===== src/rtl/instr_imm_encoder.sv =====
// rtl/instr_imm_encoder.sv - two-stage immediate range-check and instruction packer
//
// Purpose:
//   Accepts a request carrying an instruction format, a full 32-bit immediate
//   and the non-immediate fields. Stage 1 registers the request together with
//   the result of checking that the immediate fits the chosen format. Stage 2
//   registers the packed instruction word, or a NOP with err set when the
//   immediate cannot be encoded. Each stage has its own valid bit, so one
//   request per cycle can flow through with a latency of two cycles.
//
// Ports:
//   clk, rstn              clock, synchronous active-low reset
//   in_valid / in_ready    request handshake
//   fmt                    0=I 1=S 2=B 3=U 4=J 5=SHAMT, 6-7 illegal
//   imm                    immediate to pack
//   opcode, rd, rs1, rs2,
//   funct3, funct7         non-immediate instruction fields
//   out_valid / out_ready  result handshake
//   instr, err             packed word and unencodable flag (qualified by out_valid)
//   err_cnt                saturating count of error results accepted at the output

module instr_imm_encoder #(
  parameter int CNT_W = 16
) (
  input  logic             clk,
  input  logic             rstn,
  input  logic             in_valid,
  output logic             in_ready,
  input  logic [2:0]       fmt,
  input  logic [31:0]      imm,
  input  logic [6:0]       opcode,
  input  logic [4:0]       rd,
  input  logic [4:0]       rs1,
  input  logic [4:0]       rs2,
  input  logic [2:0]       funct3,
  input  logic [6:0]       funct7,
  output logic             out_valid,
  input  logic             out_ready,
  output logic [31:0]      instr,
  output logic             err,
  output logic [CNT_W-1:0] err_cnt
);

  localparam logic [2:0]  FMT_I     = 3'd0;
  localparam logic [2:0]  FMT_S     = 3'd1;
  localparam logic [2:0]  FMT_B     = 3'd2;
  localparam logic [2:0]  FMT_U     = 3'd3;
  localparam logic [2:0]  FMT_J     = 3'd4;
  localparam logic [2:0]  FMT_SHAMT = 3'd5;
  localparam logic [31:0] NOP_WORD  = 32'h0000_0013;

  // Stage 1 registers
  logic             s1_valid_q,  s1_valid_d;
  logic             s1_err_q,    s1_err_d;
  logic [2:0]       s1_fmt_q,    s1_fmt_d;
  logic [31:0]      s1_imm_q,    s1_imm_d;
  logic [6:0]       s1_opcode_q, s1_opcode_d;
  logic [4:0]       s1_rd_q,     s1_rd_d;
  logic [4:0]       s1_rs1_q,    s1_rs1_d;
  logic [4:0]       s1_rs2_q,    s1_rs2_d;
  logic [2:0]       s1_funct3_q, s1_funct3_d;
  logic [6:0]       s1_funct7_q, s1_funct7_d;

  // Stage 2 registers
  logic             s2_valid_q,  s2_valid_d;
  logic [31:0]      s2_instr_q,  s2_instr_d;
  logic             s2_err_q,    s2_err_d;
  logic [CNT_W-1:0] err_cnt_q,   err_cnt_d;

  logic             s2_free;
  logic             in_fire;
  logic             s1_move;
  logic             out_fire;
  logic             range_err;
  logic [31:0]      packed_word;

  // Stage 2 can take a new word when it is empty or is being drained this cycle.
  assign s2_free  = !s2_valid_q || out_ready;
  // in_ready is forced low while reset is asserted so nothing is accepted then.
  assign in_ready = rstn && (!s1_valid_q || s2_free);
  assign in_fire  = in_valid && in_ready;
  assign s1_move  = s1_valid_q && s2_free;
  assign out_fire = s2_valid_q && out_ready;

  // Range check on the incoming request; the verdict travels with it in stage 1.
  always_comb begin
    range_err = 1'b0;
    case (fmt)
      // Signed 12-bit: bits [31:11] must be a pure sign extension.
      FMT_I, FMT_S: range_err = !((&imm[31:11]) || (~|imm[31:11]));
      // Signed 13-bit even offset: bits [31:12] sign extension, bit 0 clear.
      FMT_B:        range_err = !((&imm[31:12]) || (~|imm[31:12])) || imm[0];
      FMT_U:        range_err = |imm[11:0];
      // J immediate is treated as zero-extended 21-bit even value.
      FMT_J:        range_err = (|imm[31:21]) || imm[0];
      FMT_SHAMT:    range_err = |imm[31:5];
      default:      range_err = 1'b1;
    endcase
  end

  // Pack the stage-1 request into an instruction word.
  always_comb begin
    packed_word = NOP_WORD;
    if (!s1_err_q) begin
      case (s1_fmt_q)
        FMT_I:     packed_word = {s1_imm_q[11:0], s1_rs1_q, s1_funct3_q, s1_rd_q, s1_opcode_q};
        FMT_S:     packed_word = {s1_imm_q[11:5], s1_rs2_q, s1_rs1_q, s1_funct3_q,
                                  s1_imm_q[4:0], s1_opcode_q};
        FMT_B:     packed_word = {s1_imm_q[12], s1_imm_q[10:5], s1_rs2_q, s1_rs1_q, s1_funct3_q,
                                  s1_imm_q[4:1], s1_imm_q[11], s1_opcode_q};
        FMT_U:     packed_word = {s1_imm_q[31:12], s1_rd_q, s1_opcode_q};
        FMT_J:     packed_word = {s1_imm_q[20], s1_imm_q[10:1], s1_imm_q[11], s1_imm_q[19:12],
                                  s1_rd_q, s1_opcode_q};
        FMT_SHAMT: packed_word = {s1_funct7_q, s1_imm_q[4:0], s1_rs1_q, s1_funct3_q,
                                  s1_rd_q, s1_opcode_q};
        default:   packed_word = NOP_WORD;
      endcase
    end
  end

  // Stage 1 next state
  always_comb begin
    s1_valid_d  = s1_valid_q;
    s1_err_d    = s1_err_q;
    s1_fmt_d    = s1_fmt_q;
    s1_imm_d    = s1_imm_q;
    s1_opcode_d = s1_opcode_q;
    s1_rd_d     = s1_rd_q;
    s1_rs1_d    = s1_rs1_q;
    s1_rs2_d    = s1_rs2_q;
    s1_funct3_d = s1_funct3_q;
    s1_funct7_d = s1_funct7_q;
    if (in_fire) begin
      s1_valid_d  = 1'b1;
      s1_err_d    = range_err;
      s1_fmt_d    = fmt;
      s1_imm_d    = imm;
      s1_opcode_d = opcode;
      s1_rd_d     = rd;
      s1_rs1_d    = rs1;
      s1_rs2_d    = rs2;
      s1_funct3_d = funct3;
      s1_funct7_d = funct7;
    end else if (s1_move) begin
      s1_valid_d  = 1'b0;
    end
  end

  // Stage 2 next state and error counter
  always_comb begin
    s2_valid_d = s2_valid_q;
    s2_instr_d = s2_instr_q;
    s2_err_d   = s2_err_q;
    err_cnt_d  = err_cnt_q;
    if (s2_free) begin
      s2_valid_d = s1_valid_q;
      // Word and flag only change when a real request moves in; they hold otherwise.
      if (s1_valid_q) begin
        s2_instr_d = packed_word;
        s2_err_d   = s1_err_q;
      end
    end
    if (out_fire && s2_err_q && (err_cnt_q != {CNT_W{1'b1}})) begin
      err_cnt_d = err_cnt_q + CNT_W'(1);
    end
  end

  always_ff @(posedge clk) begin
    if (!rstn) begin
      s1_valid_q  <= 1'b0;
      s1_err_q    <= 1'b0;
      s1_fmt_q    <= 3'd0;
      s1_imm_q    <= 32'h0;
      s1_opcode_q <= 7'h0;
      s1_rd_q     <= 5'h0;
      s1_rs1_q    <= 5'h0;
      s1_rs2_q    <= 5'h0;
      s1_funct3_q <= 3'h0;
      s1_funct7_q <= 7'h0;
      s2_valid_q  <= 1'b0;
      s2_instr_q  <= 32'h0;
      s2_err_q    <= 1'b0;
      err_cnt_q   <= '0;
    end else begin
      s1_valid_q  <= s1_valid_d;
      s1_err_q    <= s1_err_d;
      s1_fmt_q    <= s1_fmt_d;
      s1_imm_q    <= s1_imm_d;
      s1_opcode_q <= s1_opcode_d;
      s1_rd_q     <= s1_rd_d;
      s1_rs1_q    <= s1_rs1_d;
      s1_rs2_q    <= s1_rs2_d;
      s1_funct3_q <= s1_funct3_d;
      s1_funct7_q <= s1_funct7_d;
      s2_valid_q  <= s2_valid_d;
      s2_instr_q  <= s2_instr_d;
      s2_err_q    <= s2_err_d;
      err_cnt_q   <= err_cnt_d;
    end
  end

  assign out_valid = s2_valid_q;
  assign instr     = s2_instr_q;
  assign err       = s2_err_q;
  assign err_cnt   = err_cnt_q;

endmodule


===== config.mk =====
export PLATFORM = sky130hd
export DESIGN_NAME = instr_imm_encoder
export DESIGN_NICKNAME = d
export VERILOG_FILES = /design/src/rtl/instr_imm_encoder.sv
export SDC_FILE = /design/constraint.sdc
export NUM_CORES = 1
export LEC_CHECK = 0
export ABC_AREA = 1
export CAP_MARGIN = 10
export CELL_PAD_IN_SITES_DETAIL_PLACEMENT = 0
export CELL_PAD_IN_SITES_GLOBAL_PLACEMENT = 1
export CORE_MARGIN = 5
export CORE_UTILIZATION = 45
export DETAILED_ROUTE_END_ITERATION = 8
export DONT_BUFFER_PORTS = 1
export PLACE_DENSITY = 0.77
export SLEW_MARGIN = 10
export SYNTH_ARGS = -nofsm -noshare
export SYNTH_HDL_FRONTEND = slang
export SYNTH_SLANG_ARGS = --single-unit
export TNS_END_PERCENT = 100

===== constraint.sdc =====
create_clock -name clk -period 2 [get_ports clk]
set_input_delay 0.6 -clock clk [delete_from_list [all_inputs] [get_ports clk]]
set_output_delay 0.6 -clock clk [all_outputs]
set_load 0.03 [all_outputs]

== Yosys cells after proc, flatten, opt, wreduce, memory -nomap -nowiden ==
Index checks and enable logic that the tools add are counted.
Word-level totals
  output and inout port bits: 51
  bits in registers: 119
  input bits: 71
Cells by class
  multiplexer cells: 5
  reduce and logical (&&, ||, !) cells: 30
  equality and inequality tests: 11
  add/sub/neg operators: 1
Operators with widths (number)
  $pmux 32 s6: 1
  $mux 32: 1
  $reduce_or 27->1: 1
  $reduce_and 21->1: 1
  $reduce_or 21->1: 1
  $reduce_and 20->1: 1
  $reduce_or 20->1: 1
  $add 16x1->16 const B: 1
  $ne 16x16->1 const B: 1
  $eq 3x2->1 const B: 4
  $eq 3x3->1 const B: 4
  $reduce_or 12->1: 1
  $reduce_or 11->1: 1
  $eq 3x1->1 const B: 2
  $logic_and 1x1->1: 6
  $logic_not 1->1: 6
  $logic_not 3->1: 2
  $logic_or 1x1->1: 6
  $pmux 1 s5: 1
  $mux 1: 2
  $reduce_and 2->1: 1
  $reduce_bool 2->1: 1
  $reduce_or 2->1: 1

== Depth between registers and ports, before layout ==
  word-level depth: 6
  depth in mapped cells: 12
  gate-level depth less buffers: 12

== Worst setup path before layout ==
Ideal clock, no wire load.
  path type: register -> register
  start: register err_cnt_q[0], in the netlist err_cnt[0]
  end: register err_cnt_q[7], in the netlist err_cnt[7]
  data required time: 1.872 ns
  arrival: 1.603 ns
  stages on the path, launching flop included: 12
  clock period less this slack: 1.731 ns
  slack: 0.269 ns
  cells stage by stage: dfxtp_1 -> ha_1 -> nand2_1 -> inv_2 -> nand2_1 -> nor2_1 -> nand3_2 -> nand2_4 -> inv_4 -> nand2_2 -> xor2_1 -> nor2_1
On the way
  cells in the longest elaborated chain, start to end: 2
  elaborated cells between the ends (all ways): 3
  classes of those cells: add/sub (1); eq/ne (1); reduce/logical (1)
Ends and longest elaborated chain
  start: declaration: line 68  | logic [CNT_W-1:0] err_cnt_q, err_cnt_d;
  start signal: assignment: line 198  | err_cnt_q <= err_cnt_d;
  parallel branches: the longest is 2 deep, another holds $add 16x1->16
Several ways; the timed one is not identified.
A chain may end at the register's enable or synchronous reset.

== Final worst setup path ==
  start: register s1_valid_q
  end: output in_ready
On the way
  cells in the longest elaborated chain, start to end: 3
Ends and longest elaborated chain
  start: declaration: line 53  | logic s1_valid_q, s1_valid_d;
  start signal: assignment: line 185  | s1_valid_q <= s1_valid_d;
  $logic_not 1->1: line 80  | assign in_ready = rstn && (!s1_valid_q || s2_free);
  $logic_or 1x1->1: line 80
  $logic_and 1x1->1: line 80
  end: declaration: line 28  | output logic in_ready,
Every way passes these cells.

==> run_results.csv <==
group,metric,value,unit
final_layout,diodes,0,
critical_path,worstReg2RegEnd,"err_cnt[7]",
final_layout,seqCellArea,2382,sq um
timing,setup_viol_count_final,0,
route,drt_drc_violations_left,0,
timing,fin_ws,0.2430,ns
final_layout,area_growth,16.44,%
route,routed_wl,14030,um
run_status,run_status,"completed",
timing,tightestPinTransition,0.4759,ns
clock_tree,cts.repair.resized,0,
final_layout,final_util,53.40,%
grt,grt_pass1_vias,4417,
route,drt-pass1-iter-count,5,
pwr,cellPowerDensity,1008,nW/um^2
final_layout,num-fill-cells,1146,
critical_path,cp-start-kind,"register",
floorplanning,die_h,117.6,um
timing,slew-limit-headroom,67.94,%
critical_path,worstSetupPathType,"reg -> out",
placed_design,place_area,5459,sq um
floorplanning,ioPinCount,122,
run,maxCapViolations,0,
grt,grt_use_total,20.18,%
final_layout,instances_no_fill,897,
yosys,syn_area_per_cell,7.152,sq um
clock_tree,clockBufferDepth,2,
yosys,syn-num-nets,801,
critical_path,cp_max_fo,2,
clock_tree,clk_pin_slew_worst_paths,0.05,ns
pwr,power.total,6.122,mW
floorplanning,start_util,45.86,%
critical_path,crit_required,1.40,ns
floorplanning,die-area,13840,sq um
hold_path,hp-start,"funct7[0]",
clock_tree,clk_latency,0.41,ns
critical_path,reg2reg_slack,0.37,ns
route,routed-via-count,4743,
floorplanning,fp.dieW,117.6,um
route,drtAntennaViolNets,0,
yosys,seq_area_frac_synth,45.69,%
timing,rsz0062_at_grt,"no",
final_layout,final_common_cell,"nand2_1",
yosys,yosysWarnings,0,
critical_path,worstRegToRegCells,11,
clock_tree,root_buffer,"clkbuf_16",
pwr,p_leak,2.395,nW
floorplanning,core_area,11370,sq um
timing,worst_clock_skew,0.005344,ns
timing,fmax,569.2,MHz
timing,fin_tns_setup,0,ns
clock_tree,cts_buffers,17,
yosys,syn_area,5214,sq um
placed_design,io_buffers,0,
final_layout,design_area,6071,sq um
yosys,ys_types,34,
timing,whs,0.3057,ns
timing,hold_viol_final,0,
clock_tree,cts_sinks,119,
hold_path,hold-path-endpoint,"s1_funct7_q[0]",
clock_tree,post_cts_buffers,0,
final_layout,multi_input_area,2355,sq um
pwr,peakVddDrop,0.6961,mV
route,wl_per_cell,15.64,um
placed_design,gp_congestion,0.8700,
placed_design,placed_cells,865,
clock_tree,hold_buffers,0,
route,drtIter0Drc,355,
clock_tree,htreeDepth,4,
placed_design,hpwl,10410,um
clock_tree,cts_tree,"done",
hold_path,hold_class,"in -> reg",
grt,grt_max_degree,90,
hold_path,min_path_cells,2,
yosys,ys_ff_latch,119,
timing,drv_slew,0,
final_layout,mostFrequentLayoutCells,"nand2_1 (191), dfxtp_1 (119), o21ai_0 (83), inv_1 (75), a21oi_1 (73)",
grt,antenna_found_initial,0,
critical_path,r2r_start,"err_cnt[0]",
yosys,syn_inst,729,
placed_design,place_ws,0.3239,ns
route,routed_via_density,5.288,
critical_path,cp.arrival,1.16,ns
floorplanning,core.rowCount,39,
critical_path,cp-end-kind,"output pin",
timing,fin_crit,1.757,ns
timing,period_share,87.85,%
final_layout,drive_gt1_share,10.61,%
final_layout,final_nets,813,
grt,overflow,0,
grt,grt_pass1_wl,22800,um
[cells by family (layout without fill, tap and decap cells)]
kind of cell,Yosys count,in the layout,synth area share (%)
fa+ha+maj,1,1,0.2399
xor+xnor,3,3,0.5041
flops,119,119,45.69
buf+inv,115,140,9.143
simple gates,310,310,26.28
compound gates,181,181,18.14
[per-layer routing]
layer	share of wire, %	vias to the layer above	track usage (%)
li1	-	2409	-
met1	46	2166	27.14
met2	44	149	29.77
met3	7.6	19	7.160
met4	1.8	0	7.455
met5	0	-	0
[final cells by class]
| type | instances | share of cell area, % |
|---|---|---|
| clock buffers | 25 | 8.162 |
| repair buffers | 26 | 3.833 |
| well taps | 143 | 2.947 |
| flip-flops and latches | 119 | 39.24 |
| clock inverters | 7 | 1.917 |
| multi-input cells | 495 | 38.79 |
| inverters | 82 | 5.111 |
[registers in the layout, summed over array words and instances, names as in the netlist]
register     cells
s1_rs2_q         5
s1_funct7_q      7
s1_valid_q       1
s1_err_q         1
s1_imm_q        32
s1_rs1_q         5
err_cnt         16
instr           32
err              1
out_valid        1
s1_opcode_q      7
s1_fmt_q         3
s1_rd_q          5
s1_funct3_q      3
[critical path, cell delays in order, from the launching register on]
cell and delay (ns):
dfxtp_1 0.32, nand3_1 0.10, nand2_1 0.10, inv_1 0.23
[power breakdown]
group	internal (mW)	switching, mW	leakage [nW]	total (mW)
clock network	2.09	1.02	0.297	3.11
registers	2.50	0.108	0.975	2.60
logic	0.144	0.265	1.12	0.409
total	4.73	1.39	2.40	6.12
[worst max-delay path by stage]
| stage | startpoint | to | slack [ns] | depth (start not counted) |
|---|---|---|---|---|
| after floorplan | err_cnt[0] | err_cnt[7] | 0.27 | 11 |
| after global placement | out_ready | in_ready | 0.36 | 4 |
| after detailed placement | out_ready | instr[1] | 0.32 | 7 |
| after CTS | out_valid | in_ready | 0.22 | 3 |
| after global routing | s1_valid_q | in_ready | 0.18 | 3 |
| final | s1_valid_q | in_ready | 0.24 | 3 |
[cells in the mapped netlist]
cell       instances  area share, %
nand4_1            9            1.1
o21ai_1            6           0.58
ha_1               1           0.24
nor3_1             7           0.67
xor2_1             3           0.50
o211ai_1           2           0.29
o21bai_1           1           0.14
buf_1              1          0.072
nand3_2            3           0.58
nand2_4            2           0.43
nand2_2            5           0.60
nor2_2             2           0.24
buf_6              3           0.65
a21oi_1           73            7.0
nand2_1          191             14
inv_2              6           0.43
buf_2              7           0.67
inv_1             75            5.4
nor2_4             2           0.43
clkbuf_1          19            1.4
o2111ai_1          1           0.17
and3_1             1           0.12
dfxtp_1          119             46
nor2_8             1           0.38
o22ai_1           11            1.3
or2_2              1           0.12
nor2_1            44            3.2
o21ai_0           83            8.0
nand3_1           39            3.7
nor3_4             2           0.62
o221ai_1           4           0.67
inv_4              1           0.12
buf_4              3           0.43
nand3_4            1           0.34
Power figures use the tool's default switching activity.
